## config.mk

```make
export PLATFORM = sky130hd
export DESIGN_NAME = clk_en_gen
export DESIGN_NICKNAME = d
export VERILOG_FILES = /design/src/rtl/clk_gen_pkg.sv /design/src/rtl/clk_en_div.sv /design/src/rtl/clk_en_gen.sv
export SDC_FILE = /design/constraint.sdc
export NUM_CORES = 1
export LEC_CHECK = 0
export ABC_AREA = 1
export CAP_MARGIN = 20
export CORE_MARGIN = 2
export CORE_UTILIZATION = 50
export DETAILED_ROUTE_END_ITERATION = 10
export GPL_TIMING_DRIVEN = 0
export PLACE_DENSITY = 0.71
export SLEW_MARGIN = 20
export SYNTH_ARGS = -nofsm -noshare
export SYNTH_HDL_FRONTEND = slang
export SYNTH_SLANG_ARGS = --single-unit
```

## constraint.sdc

```tcl
create_clock -name i_clk -period 5.4 [get_ports i_clk]
set_clock_uncertainty 0.15 [all_clocks]
set_input_delay 1.08 -clock i_clk [delete_from_list [all_inputs] [get_ports i_clk]]
set_output_delay 1.08 -clock i_clk [all_outputs]
set_load 0.01 [all_outputs]
```

## src/rtl/clk_gen_pkg.sv

```systemverilog
// Shared types and constants for the clock-enable generator and its channel dividers.
package clk_gen_pkg;

  typedef enum logic [1:0] {WAIT_LOCK, HOLD, RUN} seq_state_e;

  // Width of the divide/phase fields carried in a channel config word.
  localparam int CFG_W = 8;

  typedef struct packed {
    logic [CFG_W-1:0] div;
    logic [CFG_W-1:0] phase;
  } ce_cfg_t;

  localparam int         LOCK_CNT_W   = 8;
  localparam logic [7:0] LOST_CNT_MAX = 8'd255;

endpackage

```

## src/rtl/clk_en_div.sv

```systemverilog
// One clock-enable channel: free-running divider, shadow config applied on the
// period boundary, and strobe decode.
module clk_en_div
  import clk_gen_pkg::*;
#(
  parameter int DEF_DIV = 2
) (
  input  logic    clk,
  input  logic    reset,
  input  logic    run,
  input  logic    we,
  input  ce_cfg_t cfg,
  output logic    ce
);

  ce_cfg_t          cur, shadow;
  logic             pending;
  logic [CFG_W-1:0] count, strobe_at;
  logic             wrap, idle, apply;

  assign wrap      = (count == cur.div - 1'b1);
  assign idle      = !run || (cur.div == '0);
  // Swap config only where the next cycle starts a fresh period.
  assign apply     = pending && (idle || wrap);
  assign strobe_at = (cur.phase < cur.div) ? cur.phase : '0;
  assign ce        = run && (cur.div != '0) && (count == strobe_at);

  always_ff @(posedge clk) begin
    if (reset) begin
      cur.div   <= CFG_W'(DEF_DIV);
      cur.phase <= '0;
      shadow    <= '0;
      pending   <= 1'b0;
      count     <= '0;
    end else begin
      if (idle || wrap) count <= '0;
      else              count <= count + 1'b1;
      if (apply) cur <= shadow;
      // A write landing on the apply cycle stays pending for the next boundary.
      if (we) begin
        shadow  <= cfg;
        pending <= 1'b1;
      end else if (apply) begin
        pending <= 1'b0;
      end
    end
  end

endmodule

```

## src/rtl/clk_en_gen.sv

```systemverilog
// Lock-qualified reset sequencer plus NUM_CH programmable clock-enable channels
// running on the fabric clock.
module clk_en_gen
  import clk_gen_pkg::*;
#(
  parameter int NUM_CH      = 4,
  parameter int DIV_W       = 8,
  parameter int DEF_DIV     = 2,
  parameter int LOCK_FILTER = 16,
  parameter int RST_HOLD    = 8,
  localparam int CH_W       = (NUM_CH > 1) ? $clog2(NUM_CH) : 1
) (
  input  logic              i_clk,
  input  logic              i_reset,
  input  logic              i_locked,
  input  logic              i_cfg_we,
  input  logic [CH_W-1:0]   i_cfg_ch,
  input  logic [DIV_W-1:0]  i_cfg_div,
  input  logic [DIV_W-1:0]  i_cfg_phase,
  output logic [NUM_CH-1:0] o_ce,
  output logic              o_rst_out,
  output logic              o_ready,
  output logic [7:0]        o_lock_lost
);

  localparam int HOLD_W = (RST_HOLD > 1) ? $clog2(RST_HOLD) : 1;
  localparam logic [LOCK_CNT_W-1:0] LOCK_TOP = LOCK_CNT_W'(LOCK_FILTER - 1);

  logic                  lock_meta, locked_s, stable;
  logic [LOCK_CNT_W-1:0] lock_cnt;
  seq_state_e            state;
  logic [HOLD_W-1:0]     hold_cnt;
  logic                  run;
  logic [NUM_CH-1:0]     ch_we;
  ce_cfg_t               wr_cfg;

  // Combinational so a single low locked_s sample drops stable immediately.
  assign stable = locked_s && (lock_cnt == LOCK_TOP);

  always_ff @(posedge i_clk) begin
    if (i_reset) begin
      lock_meta <= 1'b0;
      locked_s  <= 1'b0;
      lock_cnt  <= '0;
    end else begin
      lock_meta <= i_locked;
      locked_s  <= lock_meta;
      if (!locked_s)              lock_cnt <= '0;
      else if (lock_cnt != LOCK_TOP) lock_cnt <= lock_cnt + 1'b1;
    end
  end

  always_ff @(posedge i_clk) begin
    if (i_reset) begin
      state       <= WAIT_LOCK;
      hold_cnt    <= '0;
      o_rst_out   <= 1'b1;
      o_ready     <= 1'b0;
      o_lock_lost <= '0;
    end else begin
      case (state)
        WAIT_LOCK: if (stable) state <= HOLD;
        HOLD: begin
          if (!stable) begin
            state    <= WAIT_LOCK;
            hold_cnt <= '0;
          end else if (hold_cnt == HOLD_W'(RST_HOLD - 1)) begin
            state     <= RUN;
            hold_cnt  <= '0;
            o_rst_out <= 1'b0;
            o_ready   <= 1'b1;
          end else begin
            hold_cnt <= hold_cnt + 1'b1;
          end
        end
        RUN: if (!stable) begin
          state     <= WAIT_LOCK;
          o_rst_out <= 1'b1;
          o_ready   <= 1'b0;
          if (o_lock_lost != LOST_CNT_MAX) o_lock_lost <= o_lock_lost + 1'b1;
        end
        default: state <= WAIT_LOCK;
      endcase
    end
  end

  assign run          = (state == RUN);
  assign wr_cfg.div   = CFG_W'(i_cfg_div);
  assign wr_cfg.phase = CFG_W'(i_cfg_phase);

  // Out-of-range channel numbers match no decode slot and are dropped.
  always_comb begin
    ch_we = '0;
    for (int k = 0; k < NUM_CH; k++) ch_we[k] = i_cfg_we && (32'(i_cfg_ch) == k);
  end

  for (genvar k = 0; k < NUM_CH; k++) begin : g_ch
    clk_en_div #(.DEF_DIV(DEF_DIV)) u_div (
      .clk   (i_clk),
      .reset (i_reset),
      .run   (run),
      .we    (ch_we[k]),
      .cfg   (wr_cfg),
      .ce    (o_ce[k])
    );
  end

endmodule

```

## Yosys cells after proc, flatten, opt, wreduce, memory -nomap -nowiden

Index checks and enable logic that the tools add are counted.

| storage, ports and cells | value |
|---|---|
| register bits after elaboration | 189 |
| latch bits | 0 |
| memory bits (writable) | 0 |
| memory bits (read-only) | 0 |
| output and inout bits | 14 |
| word-level logic and storage cells | 147 |
| memories kept | 0 |

| operators by class | value |
|---|---|
| $add $sub $neg | 11 |
| multiply operators | 0 |
| divide/modulo/power cells | 0 |
| $lt $le $gt $ge | 4 |
| eq/ne operators | 22 |
| shifts and indexed selects | 0 |
| multiplexer cells | 27 |
| bitwise gates (word level) | 2 |
| reduce and logical (&&, ||, !) cells | 49 |

Operator list:

| operator | number |
|---|---|
| == test 8 bit | 8 |
| adder 8 x 1 -> 8 bit (second input constant) | 6 |
| zero test 8 bit | 4 |
| < comparator 8 bit | 4 |
| 2-to-1 mux 8 bit | 4 |
| nonzero test 8 bit | 4 |
| subtractor 8 x 1 -> 8 bit (second input constant) | 4 |
| logical AND 1 bit | 17 |
| 2-to-1 mux 1 bit | 14 |
| nonzero test 2 bit | 5 |
| OR reduction 2 bit | 5 |
| == test 8 x 4 -> 1 bit (second input constant) | 1 |
| logical OR 1 bit | 8 |
| 2-to-1 mux 2 bit | 4 |
| != test 2 bit (second input constant) | 4 |
| != test 8 x 4 -> 1 bit (second input constant) | 1 |
| != test 8 bit (second input constant) | 1 |
| == test 2 bit (second input constant) | 3 |
| 2-to-1 mux 3 bit | 2 |
| one-hot mux 2 bit (3 select lines) | 1 |
| AND reduction 3 bit | 2 |
| == test 2 x 1 -> 1 bit (second input constant) | 2 |
| zero test 2 bit | 2 |
| one-hot mux 1 bit (2 select lines) | 2 |
| 6 further kinds | 7 |

## Logic depth before layout (Yosys ltp)

| depth | value |
|---|---|
| depth after elaboration | 7 |
| gate-level depth with buffers | 16 |

## Cells and area by module

From an unflattened synthesis, not the netlist that was laid out.

| second synthesis, totals | value |
|---|---|
| cell total of the unflattened synthesis | 1482 |
| area total of the unflattened synthesis | 10194.8 um^2 |

By module, submodules not included:

| module | instances | cells each | area each (um^2) | seq. area each (um^2) |
|---|---|---|---|---|
| clk_en_div | 4 | 330 | 2232.1 | 820.8 |
| clk_en_gen | 1 | 162 | 1266.2 | 500.5 |

## Worst setup path before layout

No wires, ideal clock.

| timing | value |
|---|---|
| path type | register to output |
| start | register g_ch[3].u_div.cur[13] (netlist name) |
| end | output port o_ce[3] |
| arrival time | 1.831 ns |
| slack | 2.339 ns |
| stages on the path, launching flop included | 13 |
| buffers on the path | 2 |
| cell sequence | dfxtp_1 -> inv_1 -> ha_1 -> a21oi_1 -> o21a_1 -> clkbuf_1 -> nand3_1 -> nand2_1 -> nand2_1 -> nor2_1 -> nand3_1 -> nor2_1 -> buf_4 |

| on the way | value |
|---|---|
| word-level cells in the longest chain between the ends | 4 |

Ends and longest elaborated chain:

| element | RTL line | source |
|---|---|---|
| from (decl) | clk_en_div.sv:16 | `ce_cfg_t cur, shadow;` |
| from (signal assigned) | clk_en_div.sv:38 | `if (apply) cur <= shadow;` |
| < comparator 8 bit | clk_en_div.sv:25 | `assign strobe_at = (cur.phase < cur.div) ? cur.phase : '0;` |
| 2-to-1 mux 8 bit | clk_en_div.sv:25 |  |
| == test 8 bit | clk_en_div.sv:26 | `assign ce = run && (cur.div != '0) && (count == strobe_at);` |
| logical AND 1 bit (*) | clk_en_div.sv:26 |  |
| to (decl) | clk_en_gen.sv:20 | `output logic [NUM_CH-1:0] o_ce,` |

Every way passes the cells marked *; elsewhere a longest branch is shown, timed or not.

## Worst setup path after layout

| timing | value |
|---|---|
| start | register g_ch[2].u_div.cur[13] (netlist name) |
| end | output port o_ce[2] |

| on the way | value |
|---|---|
| word-level cells in the longest chain between the ends | 4 |

Ends and longest elaborated chain:

| element | RTL line |
|---|---|
| from (decl) | clk_en_div.sv:16 |
| from (signal assigned) | clk_en_div.sv:38 |
| < comparator 8 bit | clk_en_div.sv:25 |
| 2-to-1 mux 8 bit | clk_en_div.sv:25 |
| == test 8 bit | clk_en_div.sv:26 |
| logical AND 1 bit (*) | clk_en_div.sv:26 |

Marked as above.

==> results.md <==
## Clock tree
* insertion delay of the later-clocked pin in the worst-skew pair: 450 ps
* CTS sink cnt: 189
* Inserted Clock Buffers: 17
* Resized Gates After CTS: 0
* CTS Root Cell: clkbuf_16
* CTS HTree Levels: 4
* clock-pin slew on the worst setup and hold paths: 90 ps
* CTS tree: built
* number of buffers on the longest clock path: 2
* hold_buf cts: 0
* post-CTS setup buffer count: 0

## Drt
* DRC marker count from the first detailed-route iteration: 676
* via density per instance: 5.20
* via count of the routed design: 9,354
* WL final: 24,400 um
* average wire per cell in the routed design: 13.5 um
* first-pass iteration count of the detailed router: 5
* Detail Route Antenna Nets: 0
* DRC errors left: 0

## Global route
* wire length of the first global-routing pass: 41,300 um
* initial antenna violation count: 0
* maximum number of pins on one net before global-route repair: 24
* overall global routing resource usage: 23.8%
* number of global-route vias before repair: 8,574
* overflow left after global routing: 0

## Power and ir drop
* fraction of power spent switching nets: 29.0%
* Sequential Power Share: 47.3%
* Gate power share: 9.7%
* total power per unit cell area: 274 nW/um2
* LEAKAGE: 4.58 nW
* VDD IR max: 0.000215 V
* Switching Power: 0.899 mW
* design internal power: 2.20 mW
* part of the power in the clock network: 43.0%

## Synth
* top area cells in the synthesized netlist: dfxtp_1 (38%), nand2_1 (10%), nand3_1 (7.7%)
* syn avg cell area: 6.79 um2
* Synth Cell Area: 9960 um2
* library cell with the highest instance count after synthesis: nand2_1
* Yosys top cell area share: 38.0%
* number of warnings issued by yosys: 0
* most area-hungry cell type in the Yosys netlist: dfxtp_1
* sequential cell area fraction in the yosys report: 38.0%
* net count of the mapped netlist: 1,528
* Commonest cells post-synth: nand2_1 (278), dfxtp_1 (189), nor2_1 (180)
* main flop type after synthesis: dfxtp_1
* number of synthesized register bits: 189
* synthesized netlist cell count: 1,466
* Post-synth EDFFs: 0
* Async SR Flop Fraction: 0%
* distinct cell type count after synthesis: 33

## Timing
* total count of hold-check failures in the final report: 0
* clock period minus final worst setup slack: 4360 ps
* Relative slew margins: 46.8%
* measured slew at the worst slew-check pin: 798 ps
* final setup fails: 0
* Worst Hold Margin: 257 ps
* aggregate negative setup slack: 0 ps
* unrepaired setup endpoints after global routing: false
* Max Clk Rate: 0.230 GHz
* max-slew violations: 0
* part of the cycle the worst path needs: 80.7%

## Layout
* total inserted antenna cells: 0
* Layout Area Growth over Synthesis: 13.2%
* proportion of layout cells with a drive suffix above 1: 5.54%
* number of standard cells in the final layout excluding fillers: 1,798
* Layout fillers: 1,907
* Layout Nets: 1,582
* area of all placed cells without fillers: 11,300 um2

## Worst setup path
* Max stage delay cell, worst path: clkdlybuf4s50_1
* depth of the worst register-to-register path: 15
* Worst Path Max Fanout: 10
* Critical Path End Type: output pin
* WP data arrival: 3130 ps
* worst setup path category: flop to output pin
* required time reported for the critical path endpoint: 4170 ps
* cell seen most often among critical-path stages: nand2_1
* endpoint of the most critical register-to-register path: g_ch[0].u_div.cur[13]
* Slowest Stage Delay on Critical Path: 520 ps
* Critical Path Start Type: flop
* setup slack of the worst register-to-register path: 3050 ps
* Worst R2R Start: g_ch[0].u_div.cur[8]
* Worst setup startpoint: g_ch[2].u_div.cur[13]
* ordered list of cells on the worst path: inv_1 > ha_1 > a21oi_1 > o21a_1 > clkbuf_1 > nand3_1 > nand2_1 > nand2_1 > nor2_1 > nand2_1 > nor2_1 > buf_4 > clkdlybuf4s50_1

## Floorplanning
* die span in y: 145 um
* die extent in x: 145 um
* Cell Rows: 51
* DIE AREA: 21,100 um2
* starting density of the core: 51.0%
* number of top-level design ports: 36
* core outline area: 19,500 um2

## Placement
* post-detailed-placement half-perimeter wirelength: 18,300 um
* Placed Area: 10,600 um2
* number of instances in the placed design: 1,766
* RD Place Congestion: 0.861
* number of input and output port buffers inserted: 35

## Run
* MaxCap Viol Count: 0

## Worst hold path
* hold worst-path end: locked_s
* instance count along the most critical hold path: 2
* type of the most critical hold path: flop to flop
* Min-Delay Startpoint: lock_meta

## Run status
* status: complete, no violations

==> registers in the layout, summed over array words and instances, names as in the netlist <==
register / cells
o_ready: 1
g_ch.u_div.count: 32
lock_cnt: 8
locked_s: 1
g_ch.u_div.cur: 64
o_rst_out: 1
g_ch.u_div.shadow: 64
hold_cnt: 3
state: 2
g_ch.u_div.pending: 4
o_lock_lost: 8
lock_meta: 1
==> layer usage <==
layer  up-vias  global-route usage (%)  routed length, um
met5         -                       0                  0
met4         0                    6.08                388
met3        34                    4.25               1290
met2       213                    38.4              11000
met1      4261                    32.9              11700
li1       4846                       -                  -
==> kinds of logic (layout without fill, tap and decap cells) <==
logic type      after synthesis  count (layout)  share of synthesized area [%]
simple gates                681             681                           29.4
buf+inv                     260             327                           10.6
compound gates              247             247                           12.6
flops                       189             189                           38.0
xor+xnor                     49              49                           4.31
fa+ha+maj                    40              40                           5.03
==> power groups by stage <==
stage                     clock [mW]  sequential (mW)  combinational [mW]
after floorplan                    0             1.49               0.213
after global placement             0             1.49               0.289
after detailed placement           0             1.50               0.296
after CTS                       1.35             1.46               0.298
after global routing            1.41             1.47               0.344
final                           1.33             1.46               0.300
==> critical path: cells and delay by family, from the launching register on <==
kind	cells	cell delay, ps
AO/OA/AOI/OAI	2	370
adder cells (fa/ha/maj)	1	290
buffers and inverters	4	1070
flip-flops	1	420
AND/OR/NAND/NOR	6	510
==> cell type report <==
cell class | count | area (um2) | area share (%)
plain buffers | 70 | 345 | 3.06
clock buffers | 17 | 425 | 3.77
clock inverters | 15 | 210 | 1.86
inverters | 190 | 713 | 6.32
multi-input cells | 1017 | 5120 | 45.4
flip-flops and latches | 189 | 3780 | 33.6
well taps | 265 | 332 | 2.94
repair buffers | 35 | 350 | 3.11
==> layout by cell type, fill, tap and decap left out, types with 4 or more instances in the layout <==
cell type | synthesis | final
nor3_1 | 11 | 11
o22ai_1 | 4 | 4
buf_4 | 15 | 15
inv_2 | 14 | 14
clkdlybuf4s50_1 | 0 | 35
nand2_2 | 6 | 6
inv_1 | 175 | 175
buf_1 | 8 | 8
xor2_1 | 36 | 36
nand4_1 | 32 | 32
o21a_1 | 5 | 5
inv_8 | 0 | 5
nor2_2 | 7 | 7
clkbuf_16 | 0 | 17
ha_1 | 40 | 40
nand3_1 | 153 | 153
inv_12 | 0 | 6
xnor2_1 | 13 | 13
a21oi_1 | 151 | 151
dfxtp_1 | 189 | 189
nand2_1 | 278 | 278
clkbuf_1 | 41 | 41
o21ai_1 | 9 | 9
nor2_1 | 180 | 180
o21ai_0 | 77 | 77
==> per-stage QoR <==
stage,setup WS [ps],utilization (%),power [mW]
floorplan,2340,-,1.70
global placement,1590,54.5,1.78
detailed placement,1550,54.5,1.79
CTS,1060,57.7,3.11
global route,727,57.7,3.22
finish,1040,57.7,3.09
==> how the worst max path moves through the flow <==
stage,endpoint,slack (ps),cells after the start
4_1_cts,o_ce[0],1060,13
3_3_place_gp,o_ce[1],1590,13
6_report,o_ce[2],1040,13
3_5_place_dp,o_ce[1],1550,13
5_1_grt,o_ce[2],730,13
2_1_floorplan,o_ce[3],2340,12
Power figures use the tool's default switching activity.
